==> config.mk <==
export PLATFORM = sky130hd
export DESIGN_NAME = tcp_rx_read_engine
export DESIGN_NICKNAME = d
export VERILOG_FILES = /design/src/rtl/tcp_rx_read_engine.sv
export SDC_FILE = /design/constraint.sdc
export NUM_CORES = 2
export LEC_CHECK = 0
export BUFFER_PORTS_ARGS = -buffer_cell sky130_fd_sc_hd__buf_2
export CORE_AREA = 2 2 567 569
export DETAILED_ROUTE_END_ITERATION = 8
export DIE_AREA = 0 0 569 571
export PLACE_DENSITY_LB_ADDON = 0.2
export SLEW_MARGIN = 20
export SYNTH_ARGS = -nofsm -noshare
export SYNTH_HDL_FRONTEND = slang
export SYNTH_SLANG_ARGS = --single-unit
export TNS_END_PERCENT = 10
==> constraint.sdc <==
create_clock -name aclk -period 42.1 [get_ports aclk]
set_input_delay 0 -clock aclk [delete_from_list [all_inputs] [get_ports aclk]]
set_output_delay 0 -clock aclk [all_outputs]
set_load 0.03 [all_outputs]
==> src/rtl/tcp_rx_read_engine.sv <==
// TCP offload app-side receive engine: notification -> read request -> metadata -> header + payload.
// Optional latency statistics (lat_last/lat_max/lat_sum) are built when TCP_RX_LATENCY_EN is defined.
//
// state | meaning
// IDLE  | accept notifications, count and discard invalid ones
// REQ   | present read_package request for the latched session/length
// META  | consume rx_metadata, flag a session mismatch
// HDR   | present app header for the packet
// DATA  | stream payload through the skid buffer until the last beat has left
module tcp_rx_read_engine #(
    parameter int DATA_WIDTH  = 512,
    parameter int KEEP_WIDTH  = DATA_WIDTH/8,
    parameter int MAX_PKT_LEN = 1460
) (
    input  logic                  aclk,
    input  logic                  aresetn,
    input  logic                  s_notif_valid,
    output logic                  s_notif_ready,
    input  logic [87:0]           s_notif_data,
    output logic                  m_read_pkg_valid,
    input  logic                  m_read_pkg_ready,
    output logic [31:0]           m_read_pkg_data,
    input  logic                  s_rx_meta_valid,
    output logic                  s_rx_meta_ready,
    input  logic [15:0]           s_rx_meta_data,
    input  logic                  s_rx_data_valid,
    output logic                  s_rx_data_ready,
    input  logic                  s_rx_data_last,
    input  logic [DATA_WIDTH-1:0] s_rx_data_data,
    input  logic [KEEP_WIDTH-1:0] s_rx_data_keep,
    output logic                  m_app_meta_valid,
    input  logic                  m_app_meta_ready,
    output logic [31:0]           m_app_meta_data,
    output logic                  m_app_data_valid,
    input  logic                  m_app_data_ready,
    output logic                  m_app_data_last,
    output logic [DATA_WIDTH-1:0] m_app_data_data,
    output logic [KEEP_WIDTH-1:0] m_app_data_keep,
    output logic [31:0]           pkt_cnt,
    output logic [63:0]           byte_cnt,
    output logic [31:0]           drop_cnt,
    output logic                  err_session
`ifdef TCP_RX_LATENCY_EN
    ,
    output logic [31:0]           lat_last,
    output logic [31:0]           lat_max,
    output logic [63:0]           lat_sum
`endif
);
    localparam int          BEAT_W  = DATA_WIDTH + KEEP_WIDTH + 1;
    localparam logic [15:0] MAX_LEN = 16'(MAX_PKT_LEN);

    typedef enum logic [2:0] {IDLE, REQ, META, HDR, DATA} state_t;

    state_t              state;
    logic [1:0]          rst_sync;
    logic                rst_n;
    logic [15:0]         cur_session;
    logic [15:0]         cur_len;
    logic [BEAT_W-1:0]   skid0;
    logic [BEAT_W-1:0]   skid1;
    logic [BEAT_W-1:0]   beat_in;
    logic [1:0]          skid_cnt;
    logic                last_in;
    logic                push;
    logic                pop;
    logic [15:0]         notif_session;
    logic [15:0]         notif_len;
    logic                notif_drop;
    logic                notif_hs;
    logic                unused_notif;

    // Reset asserts asynchronously, releases on the clock.
    always_ff @(posedge aclk or negedge aresetn) begin
        if (!aresetn) rst_sync <= 2'b00;
        else          rst_sync <= {rst_sync[0], 1'b1};
    end
    assign rst_n = rst_sync[1];

    assign notif_session = s_notif_data[15:0];
    assign notif_len     = s_notif_data[31:16];
    assign notif_drop    = s_notif_data[80] || (notif_len == 16'd0) || (notif_len > MAX_LEN);
    assign notif_hs      = s_notif_valid && s_notif_ready;
    assign unused_notif  = ^{s_notif_data[87:81], s_notif_data[79:32]};

    assign m_read_pkg_data = {cur_len, cur_session};
    assign m_app_meta_data = {cur_len, cur_session};

    // Once the last beat is in, no further beat may enter until the next header has gone out.
    assign s_rx_data_ready  = (state == DATA) && !last_in && (skid_cnt != 2'd2);
    assign push             = s_rx_data_valid && s_rx_data_ready;
    assign m_app_data_valid = (skid_cnt != 2'd0);
    assign pop              = m_app_data_valid && m_app_data_ready;
    assign beat_in          = {s_rx_data_last, s_rx_data_keep, s_rx_data_data};
    assign {m_app_data_last, m_app_data_keep, m_app_data_data} = skid0;

    always_ff @(posedge aclk or negedge rst_n) begin
        if (!rst_n) begin
            state            <= IDLE;
            s_notif_ready    <= 1'b0;
            m_read_pkg_valid <= 1'b0;
            s_rx_meta_ready  <= 1'b0;
            m_app_meta_valid <= 1'b0;
            cur_session      <= '0;
            cur_len          <= '0;
            last_in          <= 1'b0;
            pkt_cnt          <= '0;
            byte_cnt         <= '0;
            drop_cnt         <= '0;
            err_session      <= 1'b0;
        end else begin
            case (state)
                IDLE: begin
                    s_notif_ready <= 1'b1;
                    if (notif_hs) begin
                        cur_session <= notif_session;
                        cur_len     <= notif_len;
                        if (notif_drop) begin
                            drop_cnt <= drop_cnt + 32'd1;
                        end else begin
                            s_notif_ready    <= 1'b0;
                            m_read_pkg_valid <= 1'b1;
                            state            <= REQ;
                        end
                    end
                end
                REQ: begin
                    if (m_read_pkg_ready) begin
                        m_read_pkg_valid <= 1'b0;
                        s_rx_meta_ready  <= 1'b1;
                        state            <= META;
                    end
                end
                META: begin
                    if (s_rx_meta_valid) begin
                        if (s_rx_meta_data != cur_session) err_session <= 1'b1;
                        s_rx_meta_ready  <= 1'b0;
                        m_app_meta_valid <= 1'b1;
                        state            <= HDR;
                    end
                end
                HDR: begin
                    if (m_app_meta_ready) begin
                        m_app_meta_valid <= 1'b0;
                        state            <= DATA;
                    end
                end
                DATA: begin
                    if (push && s_rx_data_last) begin
                        last_in  <= 1'b1;
                        pkt_cnt  <= pkt_cnt + 32'd1;
                        byte_cnt <= byte_cnt + {48'd0, cur_len};
                    end
                    if (pop && m_app_data_last) begin
                        last_in       <= 1'b0;
                        s_notif_ready <= 1'b1;
                        state         <= IDLE;
                    end
                end
                default: state <= IDLE;
            endcase
        end
    end

    // Two-entry skid: head in skid0 drives the output, skid1 absorbs one beat of back-pressure.
    always_ff @(posedge aclk or negedge rst_n) begin
        if (!rst_n) begin
            skid0    <= '0;
            skid1    <= '0;
            skid_cnt <= 2'd0;
        end else if (push && !pop) begin
            if (skid_cnt == 2'd0) skid0 <= beat_in;
            else                  skid1 <= beat_in;
            skid_cnt <= skid_cnt + 2'd1;
        end else if (!push && pop) begin
            skid0    <= skid1;
            skid_cnt <= skid_cnt - 2'd1;
        end else if (push && pop) begin
            skid0 <= beat_in;
        end
    end

`ifdef TCP_RX_LATENCY_EN
    logic [31:0] lat_timer;

    always_ff @(posedge aclk or negedge rst_n) begin
        if (!rst_n) begin
            lat_timer <= '0;
            lat_last  <= '0;
            lat_max   <= '0;
            lat_sum   <= '0;
        end else begin
            if (state == IDLE && notif_hs && !notif_drop) lat_timer <= 32'd1;
            else if (state != IDLE)                       lat_timer <= lat_timer + 32'd1;
            if (state == DATA && pop && m_app_data_last) begin
                lat_last <= lat_timer;
                if (lat_timer > lat_max) lat_max <= lat_timer;
                lat_sum <= lat_sum + {32'd0, lat_timer};
            end
        end
    end
`endif

endmodule
## Yosys cells after proc, flatten, opt, wreduce, memory -nomap -nowiden

Cells that the tools add are included.
Widths: inputs -> output; s select.

| storage, ports and cells | value |
|---|---|
| logic and storage cells | 103 |
| register bits | 1327 |
| output and inout port bits | 776 |
| input bits | 689 |

| cells by class | value |
|---|---|
| equal/unequal tests | 13 |
| bitwise gates (word level) | 1 |
| add/sub/neg operators | 5 |
| reduce and logical (&&, ||, !) cells | 38 |
| $lt $le $gt $ge | 1 |
| mux-type cells | 29 |

Operators by type and width:

| cell | count |
|---|---|
| $mux 577 | 4 |
| $add 32x1->32 const B | 2 |
| $add 64x16->64 | 1 |
| $mux 3 | 6 |
| $gt 16x11->1 const B | 1 |
| $logic_not 16->1 | 1 |
| $ne 16x16->1 | 1 |
| $pmux 3 s5 | 1 |
| $reduce_bool 2->1 | 7 |
| $mux 1 | 12 |
| $ne 2x2->1 const B | 6 |
| $reduce_and 2->1 | 6 |
| $reduce_and 3->1 | 4 |
| $logic_and 1x1->1 | 10 |
| $pmux 1 s2 | 4 |
| $eq 3x2->1 const B | 2 |
| $reduce_and 6->1 | 1 |
| $mux 2 | 2 |
| $ne 2x1->1 const B | 2 |
| $reduce_and 4->1 | 1 |
| $eq 3x1->1 const B | 1 |
| $eq 3x3->1 const B | 1 |
| $logic_not 1->1 | 3 |
| $logic_not 3->1 | 1 |
| 6 further kinds | 7 |

## Longest topological paths before layout

| logic depth | value |
|---|---|
| word-level depth | 8 |
| gate-level depth with buffers | 12 |
| depth with buffers taken out | 8 |

## Worst setup path before layout

No wires, ideal clock.

| timing | value |
|---|---|
| path type | register to register |
| start point | register state[0] |
| end point | register skid0[546] |
| period minus slack after synthesis | 3.101 ns |
| setup slack | 38.999 ns |
| library setup time | 0.082 ns |
| data required time | 42.018 ns |
| path buffers | 4 |
| arrival time | 3.019 ns |
| cell stages (with the launch flop) | 13 |
| cells stage by stage | dfrtp_1 -> buf_6 -> or3b_4 -> nor3_2 -> nand2_2 -> inv_2 -> ha_1 -> nand2b_1 -> clkbuf_1 -> clkbuf_1 -> clkbuf_1 -> nand2_1 -> a31oi_1 |

| between the ends | value |
|---|---|
| longest elaborated chain between the ends | 8 |
| elaborated cells between the ends (all ways) | 13 |
| those cells by class | eq/ne: 2; mux: 2; reduce/logical: 9 |

Ends and longest elaborated chain:

| element | line | RTL |
|---|---|---|
| start: declaration | 55 | `state_t state;` |
| start signal: assignment | 99 | `state <= IDLE;` |
| start signal: assignment | 123 | `state <= REQ;` |
| start signal: assignment | 131 | `state <= META;` |
| $eq 3x3->1 (*) | 90 | `assign s_rx_data_ready = (state == DATA) && !last_in && (skid_cnt != 2'd2);` |
| $logic_and 1x1->1 (*) (2 in series) | 90 |  |
| via s_rx_data_ready | 27 | `output logic s_rx_data_ready,` |
| $logic_and 1x1->1 (*) | 91 | `assign push = s_rx_data_valid && s_rx_data_ready;` |
| $logic_not 1->1 | 175 | `end else if (!push && pop) begin` |
| $logic_and 1x1->1 | 175 |  |
| $reduce_bool 3->1 (no line) / $mux 577 (equally long branches) | - |  |
| $reduce_and 2->1 (no line) / $mux 577 (equally long branches) | - |  |
| end signal: assignment | 172 | `if (skid_cnt == 2'd0) skid0 <= beat_in;` |
| end signal: assignment | 176 | `skid0 <= skid1;` |
| end signal: assignment | 179 | `skid0 <= beat_in;` |
| end: declaration | 60 | `logic [BEAT_W-1:0] skid0;` |

The timed path passes the listed nets; every way through them passes the cells marked *.
A chain may end at the register's enable or synchronous reset.

## Worst setup path after layout

| timing | value |
|---|---|
| start point | register skid_cnt[0] |
| end point | register skid1[516] |

| between the ends | value |
|---|---|
| longest elaborated chain between the ends | 5 |
| elaborated cells between the ends (all ways) | 10 |
| those cells by class | eq/ne: 1; bitwise: 1; reduce/logical: 8 |

Ends and longest elaborated chain:

| element | line | RTL |
|---|---|---|
| start: declaration | 63 | `logic [1:0] skid_cnt;` |
| start signal: assignment | 174 | `skid_cnt <= skid_cnt + 2'd1;` |
| start signal: assignment | 177 | `skid_cnt <= skid_cnt - 2'd1;` |
| $ne 2x2->1 / $reduce_bool 2->1 (equally long branches) | 90, 92 |  |
| $logic_and 1x1->1, on equally long branches | 90, 93 |  |
| $logic_and 1x1->1 / $logic_not 1->1 (equally long branches) | 91, 171 |  |
| $logic_and 1x1->1 | 171 | `end else if (push && !pop) begin` |
| $reduce_and 2->1 (no line) (*) | - |  |
| end signal: assignment | 173 | `else skid1 <= beat_in;` |
| end: declaration | 61 | `logic [BEAT_W-1:0] skid1;` |

Mark *: on every way between the ends. The rest lies on a longest branch, timed or not.

==> results by group <==
Power
  • Max IR drop VDD: 0.0448 mV
  • PwrDens: 70.5 nW/µm²
  • LEAKAGE: 39.4 nW

Drt
  • Post-route DRC: 0
  • DR vias: 49,900
  • Drt first pass iters: 8
  • Iter 0 DRT Violations: 2,512
  • Post-detailed-route count of antenna-violating nets: 0
  • DR WL/cell: 20.5 µm
  • Vias per inst: 4.11
  • Wirelength, routed: 248 mm

GRT
  • Global-route wire length before repair: 360 mm
  • Global Route Usage Sum: 14.8%
  • Initial antenna violation count: 106
  • Vias in the first global route: 51,100
  • Largest net degree at the start of global routing: 185
  • GRT overflow: 0

Min path
  • Hold Path Depth: 3
  • Hold Path Sink: skid1[94]
  • HP Class: in2reg
  • Hold Crit Start: s_rx_data_data[94]

Layout
  • Area delta synth->final: 51.9%
  • Most common cell after layout, fill and taps aside: buf_2
  • Most frequent cells in the layout: buf_2 (1,409), nand2_1 (1,328), dfrtp_1 (1,326)
  • Nets@finish: 8,455
  • Share of cells above drive strength 1: 29.7%

Floorplanning
  • Die ar.: 325,000 µm²
  • Die Y-Extent: 571 µm
  • Starting Density: 17.5%
  • FP Rows: 208
  • I/O pins: 1,465
  • Core region area: 319,000 µm²
  • Chip Width: 569 µm

Logic synthesis
  • Syn Area/Cell: 10.6 µm²
  • Post-synth EDFFs: 0
  • Main synth FF type: dfrtp_1
  • Post-synth ARST share: 100%
  • Xor/xnor share of the synthesized area: 2.18%
  • Distinct cell type count after synthesis: 66
  • Flops & latches, synth: 1,327
  • Syn Inst Count: 5,288
  • Mux cell area share after synthesis: 11.7%
  • Area share of fa/ha/maj cells after synthesis: 0.484%
  • Sequential fraction of the synthesis area: 59.4%
  • Post-Synthesis Cell Area: 55,900 µm²
  • Simple-Gate Fraction of Synth Area: 15.3%
  • Main combinational cell family by area after synthesis: simple AND/OR/NAND/NOR gates
  • Synthesis Warnings: 0
  • Post-synthesis compound-gate area fraction: 7.78%
  • Synth Net Count: 5,998

STA
  • RSZ-0062 raised after global routing: no
  • Final Max Tran Viols: 0
  • Final hold vios: 0
  • Slew headroom: 30.5%
  • Tmin final: 6990 ps
  • Setup slack after layout: 35,110 ps
  • TNS Setup: 0 ps
  • Worst-Margin Slew: 1040 ps
  • Final setup viols: 0
  • Fmax: 143 MHz
  • Hold Worst Slack: 75.0 ps
  • Tcrit/Tclk final: 16.6%
  • Clk_skew: 59.0 ps

Critical path
  • Startpoint Class: flop
  • Arrival @ worst endpoint: 7680 ps
  • Crit Path Category: reg2reg
  • R2R Path End: skid1[516]
  • RR Startpoint: skid_cnt[0]
  • Critical path fanouts, max: 59
  • Worst Path Required: 42,790 ps
  • Reg2reg setup slack: 35,110 ps
  • Setup crit end kind: flop
  • Worst r2r path cells: 13

CTS
  • CTS Buf Count: 170
  • # hold bufs at CTS: 1,199
  • H-tree levels: 4
  • Clk buf depth: 4
  • Setup repair bufs after CTS: 0
  • Cts repair resizes: 0
  • Clock Pin Slew Worst Setup and Hold Paths: 60 ps
  • Clk_lat worst skew: 830 ps
  • CTS tree: done
  • Sink Count: 1,327
  • Root buffer cell: clkbuf_16

Run status
  • Status: finished clean

Job
  • Max-cap violations: 0

Placement
  • PortBufs: 1,409
  • Worst Setup Slack post-DPL: 35,530 ps
  • Hpwl dp: 180 mm
  • Routability cong.: 0.869
## worst max-delay path by stage
stage | start | end | slack (ps) | cells after the start
2_1_floorplan | rst_sync[1] | byte_cnt[0] | 2370 | 0
3_3_place_gp | state[2] | skid1[300] | 35540 | 12
3_5_place_dp | skid_cnt[0] | skid1[323] | 35530 | 12
5_1_grt | skid_cnt[0] | skid1[516] | 34710 | 13
6_report | skid_cnt[0] | skid1[516] | 35110 | 13
4_1_cts | skid_cnt[0] | skid1[516] | 34950 | 13
## power breakdown
part	total [W]	switching [W]	internal [W]	leakage [nW]
clock	0.00150	0.000612	0.000890	2.80
combinational	0.00245	0.00170	0.000749	19.8
sequential	0.00204	0.000287	0.00176	16.8
total	0.00599	0.00260	0.00339	39.4
## critical path, stage by stage, from the launching register on
cell           delay, ps
dfrtp_1              440
nor2b_1              330
nor3_2                90
nand2_2              180
inv_2                120
ha_1                 320
nand2_4              470
buf_4                720
buf_4                660
buf_4                700
buf_4                720
buf_4                800
mux2_2               410
dlygate4sd3_1        550
## sequential cells by signal, indices dropped and copies added (netlist names), 3 cells and up
signal       count
drop_cnt        32
cur_session     16
byte_cnt        64
state            3
cur_len         16
skid0          577
pkt_cnt         32
skid1          577
## cell type report
cell class / count / area (µm²)
Timing Repair Buffer: 2670 / 19600
Inverter: 12 / 45.0
Fill cell: 34200 / 234000
Clock inverter: 53 / 646
Multi-Input combinational cell: 3564 / 21000
Sequential cell: 1327 / 33200
Clock buffer: 256 / 5030
Tap cell: 4200 / 5260
Antenna cell: 58 / 145
## synth_stat cells, types with 27 or more instances
master    instances  share of area [%]
mux2_2          578                 12
nand2_1        1329                8.9
nand4_1          33               0.37
nor3_1           27               0.24
nand3_1          52               0.47
xor2_1           68                1.1
dfrtp_1        1327                 59
buf_4            33               0.44
buf_2           108               0.97
a31oi_1         582                6.5
nor2_1          608                4.1
xnor2_1          71                1.1
clkbuf_1        236                1.6
## kinds of logic (layout without fill, tap and decap cells)
logic type / count (synthesis) / count (layout)
DFF: 1327 / 1327
AOI/OAI and AO/OA: 685 / 685
other: 1 / 59
xor gates and xnor gates: 139 / 139
adders and majority gates: 21 / 21
and+or+nand+nor: 2139 / 2139
muxes: 579 / 579
buffers and inverters: 397 / 2991
## per-layer routing
metal  up-vias  wire length, µm  track usage (%)
met1     25000           101000             17.6
met4        40             8280             4.45
li1      23000                -                -
met5         -              267                0
met3       418            21600             5.13
met2      1473           118000             24.9
## per-stage QoR
stage          instances  power, W  instance area, µm²  util (%)
2_1_floorplan       5288   0.00351               55900         -
3_3_place_gp       10600   0.00440               67100      21.0
5_1_grt            12100   0.00635               84800      26.6
6_report           12100   0.00599               84900      26.6
3_5_place_dp       10600   0.00443               67100      21.0
4_1_cts            12100   0.00610               84800      26.5
Note: power is estimated with default switching activity, not from simulation.
